## config.mk

```make
export PLATFORM = sky130hd
export DESIGN_NAME = add_operand_seq
export DESIGN_NICKNAME = d
export VERILOG_FILES = /design/src/rtl/add_operand_seq.sv
export SDC_FILE = /design/constraint.sdc
export NUM_CORES = 1
export LEC_CHECK = 0
export ABC_AREA = 1
export BUFFER_PORTS_ARGS = -buffer_cell sky130_fd_sc_hd__clkbuf_2
export CORE_ASPECT_RATIO = 1.4
export CORE_UTILIZATION = 25
export DETAILED_ROUTE_END_ITERATION = 12
export HOLD_SLACK_MARGIN = 0.06
export PLACE_DENSITY = 0.43
export SYNTH_ARGS = -nofsm -noshare
export SYNTH_HDL_FRONTEND = slang
export SYNTH_SLANG_ARGS = --single-unit
```

## constraint.sdc

```tcl
create_clock -name clk -period 3.29 [get_ports clk]
set_clock_uncertainty 0.05 [all_clocks]
set_input_delay 0.658 -clock clk [delete_from_list [all_inputs] [get_ports clk]]
set_output_delay 0.658 -clock clk [all_outputs]
set_load 0.05 [all_outputs]
```

## src/rtl/add_operand_seq.sv

```systemverilog
// Operand sequencer for the ripple adder: captures A, then B and ADD/SUB, and registers the result.
// Optional macro ADD_SEQ_SIGNED_OVF_EN makes `flag` report signed overflow instead of carry/borrow.
module add_operand_seq #(
    parameter int unsigned width = 6
) (
    input  logic             clk,
    input  logic             rst_n,
    input  logic [width-1:0] sw,
    input  logic             op_sub,
    input  logic             load,
    input  logic             clear,
    output logic [width-1:0] add_a,
    output logic [width-1:0] add_b,
    output logic             add_c_in,
    input  logic [width-1:0] add_out,
    input  logic             add_overflow,
    output logic [width-1:0] result,
    output logic             flag,
    output logic             result_valid,
    output logic [1:0]       state
);

    typedef enum logic [1:0] {
        StA    = 2'd0,
        StB    = 2'd1,
        StCalc = 2'd2,
        StDone = 2'd3
    } state_e;

    state_e             state_q;
    logic [width-1:0]   a_q;
    logic [width-1:0]   b_q;
    logic               op_q;
    logic [width-1:0]   result_q;
    logic               flag_q;
    logic               valid_q;
    logic               ld_s1_q;
    logic               ld_s2_q;
    logic               ld_s3_q;
    logic               ld_rise;
    logic               flag_calc;

    assign ld_rise = ld_s2_q & ~ld_s3_q;

    // SUB is A + ~B + 1, so the adder needs no knowledge of the operation.
    assign add_a    = a_q;
    assign add_b    = op_q ? ~b_q : b_q;
    assign add_c_in = op_q;

`ifdef ADD_SEQ_SIGNED_OVF_EN
    logic unused_in;
    assign unused_in = ^{add_overflow, add_out[width-2:0]};
    assign flag_calc = (add_a[width-1] == add_b[width-1]) & (add_out[width-1] != add_a[width-1]);
`else
    // Carry out inverted for SUB gives the borrow (A < B unsigned).
    assign flag_calc = add_overflow ^ op_q;
`endif

    always_ff @(posedge clk or negedge rst_n) begin
        if (!rst_n) begin
            state_q  <= StA;
            a_q      <= '0;
            b_q      <= '0;
            op_q     <= 1'b0;
            result_q <= '0;
            flag_q   <= 1'b0;
            valid_q  <= 1'b0;
            ld_s1_q  <= 1'b0;
            ld_s2_q  <= 1'b0;
            ld_s3_q  <= 1'b0;
        end else if (clear) begin
            // Clear wins over a coincident load pulse, which is dropped.
            state_q  <= StA;
            a_q      <= '0;
            b_q      <= '0;
            op_q     <= 1'b0;
            result_q <= '0;
            flag_q   <= 1'b0;
            valid_q  <= 1'b0;
            ld_s1_q  <= 1'b0;
            ld_s2_q  <= 1'b0;
            ld_s3_q  <= 1'b0;
        end else begin
            ld_s1_q <= load;
            ld_s2_q <= ld_s1_q;
            ld_s3_q <= ld_s2_q;
            unique case (state_q)
                StA: begin
                    if (ld_rise) begin
                        a_q     <= sw;
                        state_q <= StB;
                    end
                end
                StB: begin
                    if (ld_rise) begin
                        b_q     <= sw;
                        op_q    <= op_sub;
                        state_q <= StCalc;
                    end
                end
                StCalc: begin
                    result_q <= add_out;
                    flag_q   <= flag_calc;
                    valid_q  <= 1'b1;
                    state_q  <= StDone;
                end
                StDone: begin
                    if (ld_rise) begin
                        a_q     <= sw;
                        valid_q <= 1'b0;
                        state_q <= StB;
                    end
                end
                default: state_q <= StA;
            endcase
        end
    end

    assign result       = result_q;
    assign flag         = flag_q;
    assign result_valid = valid_q;
    assign state        = state_q;

endmodule

```

==> impl_results.md <==
- Status: complete, no violations
- Multi-input gate area: roughly 480 sq um
- Worst Tran Pin Value: roughly 0.66 ns
- GR Overflow Total: 0
- Design Power: roughly 1100 uW
- All-Layer GR Usage: 11.0%
- Critical path class: register to output port
- Remaining antenna violation count: 0
- Cells after Synth: ~150
- Commonest cells after routing, fill and taps aside: 54 x nand2_1, 40 x clkbuf_2, 26 x dfrtp_1, 15 x inv_1, 15 x nand3_1
- Post-DP HPWL: just over 2000 microns
- Chip height: 84.4 microns
- Rows: 29
- Max cap viols: 0
- Clock root cell: clkbuf_8
- Req. time, crit path: 2.58 ns
- Core area: between 4000 and 5000 sq um
- Buffers inserted by post-CTS timing repair: 0
- Cts bufs inserted: 3
- YS warnings: 0
- Crit path max fanout: 9
- Final Hold Viols: 0
- Synth Register Bits: 26
- Net Count, Synth: approximately 170
- Syn_area_per_cell: 8.30 sq um
- Worst R2R Setup Slack: ~1.8 ns
- GP Congestion: 0.753
- Setup-failing EPs final: 0
- DR pass1 iterations: 4
- DIE WIDTH: just over 60 microns
- Slowest CP cell: dfrtp_1
- Clock slew at reported path FFs: 0.08 ns
- Area delta synth->final: 24.9%
- Max Buffers Root-to-Sink: 2
- Initial detailed-routing violation count: 37
- PwrDens: about 700 nW/um^2
- LEAKAGE: roughly 0.00092 uW
- IO Pins: between 40 and 50
- Setup tns final: 0 ns
- Final net count: ~210
- Crit. End Element: output port
- Commonest non-fill, non-tap cell in the layout: nand2_1
- Unrepaired setup endpoints after global routing: false
- Netlist Area Pre-Place: 1210 sq um
- Vias: between 1000 and 1500
- Worst path max stage delay: just under 0.6 ns
- Die area: 5130 sq um
- VDD IR max: between 0.2 and 0.3 mV
- Fill cells: a little under 500
- F_max: about 480 MHz
- Wire length per cell: 10.3 microns
- Cell family with most CP delay: flip-flops
- CTS-repair resized insts: 0
- Min Tclk post-route: about 2.1 ns
- Sequential-to-total area share from yosys stat: a little over half
- TritonCTS clock tree: done
- Crit path cell chain: xor2_1, clkbuf_2
- Share of layout cells above drive strength 1: 26.9%
- Initial Util: between 20% and 30%
- Worst skew pair latency: about 0.26 ns
- Crit start category: register
- Hold Crit Class: input pin to async pin
- # diodes: 0
- Fin. max-slew vios: 0
- H-tree depth: 1
- First-pass GRT wire length: ~4400 microns
- Fin crit share: about 63%
- DRC violations left: 0
- Largest net degree at the start of global routing: 27
- Vias in the first global route: around 960
- Post-CTS Hold Fix Bufs: 0
- Via-per-instance ratio: 4.10
- Worst EP arrival: about 1.4 ns
- Clock sink count: 26
- Initial antenna violation count: 0
- Buf/Inv on CP: 1
- Max_slew headroom: 56.0%
- Final wirelength: ~2600 microns
- Area occupied by registers: 651 sq um
- Buffers on Ports: 40
- Cell variety after synth: 15
-- synthesized netlist by cell type (all sizes together) --
master  count  area, sq um
buf         3         17.5
nor2       14         57.6
inv        17         63.8
o21ai       2         10.0
nand3      16         85.1
nand2      56          215
nand4       2         12.5
dfrtp      26          651
xor2        7         61.3
ha          3         37.5
-- path summary, 6_finish.rpt --
check | start | to | cells past startpoint
setup / recovery | add_c_in$_DFFE_PN0P_ | add_b[2] | 2
hold / removal | rst_n | result[2]$_DFFE_PN0P_ | 1
setup reg to reg | state[0]$_DFFE_PN0P_ | add_a[3]$_DFFE_PN0P_ | 7
hold reg to reg | ld_s1_q$_DFF_PN0_ | ld_s2_q$_DFF_PN0_ | 2
max in group asynchronous | rst_n | b_q[4]$_DFFE_PN0P_ | 1
min in group clk | ld_s1_q$_DFF_PN0_ | ld_s2_q$_DFF_PN0_ | 2
-- metrics by stage --
step | area [sq um] | hold slack (ns) | std cells | setup WS [ns] | util [%]
6_report | 1510 | 0.365 | 248 | 1.23 | 32.8
5_1_grt | 1510 | 0.411 | 248 | 1.11 | 32.8
4_1_cts | 1510 | 0.382 | 248 | 1.21 | 32.8
3_3_place_gp | 1470 | 0.389 | 245 | 1.53 | 31.9
2_1_floorplan | 1210 | 0.312 | 146 | 0.894 | -
3_5_place_dp | 1470 | 0.408 | 245 | 1.51 | 31.9
-- sequential cells by signal, summed over array words and instances (netlist names) --
name and flops:
state 2, result_valid 1, add_a 6, flag 1, b_q 6, result 6
ld_s3_q 1, ld_s2_q 1, add_c_in 1, ld_s1_q 1
-- where the power goes --
part | leakage (uW) | total, uW | switching, uW | internal, uW
clock | 0.0000216 | 171 | 89.1 | 81.6
sequential | 0.000340 | 427 | 46.5 | 381
combinational | 0.000557 | 474 | 369 | 105
-- layer usage --
metal	GRT usage, %	up-vias	share of wire, %
met3	2.00	2	4.5
met2	19.1	35	48
met4	2.07	0	0.70
met1	14.1	454	47
li1	-	526	-
met5	0	-	0
-- layout make-up --
type	count	share of cell area, %
timing repair buffer	40	13.2
inverter	17	4.22
tap	62	5.13
multi-input combinational	100	31.7
clock buffer	3	2.73
sequential	26	43.0
-- worst register-to-register path, delay by kind of cell, from the launching register on --
kind                       cells  cell delay [ns]
adders and majority gates      1             0.31
buffers and inverters          2             0.18
DFF                            1             0.44
and+or+nand+nor                4             0.42
-- cell families (layout without fill, tap and decap cells) --
logic type / after synthesis / in the layout / share of synthesized area (%)
AO/OA/AOI/OAI: 2 / 2 / 0.826
AND/OR/NAND/NOR: 88 / 88 / 30.6
XOR/XNOR: 7 / 7 / 5.06
buffers and inverters: 20 / 60 / 6.72
adder cells (fa/ha/maj): 3 / 3 / 3.10
flip-flops: 26 / 26 / 53.7
Power figures use the tool's default switching activity.
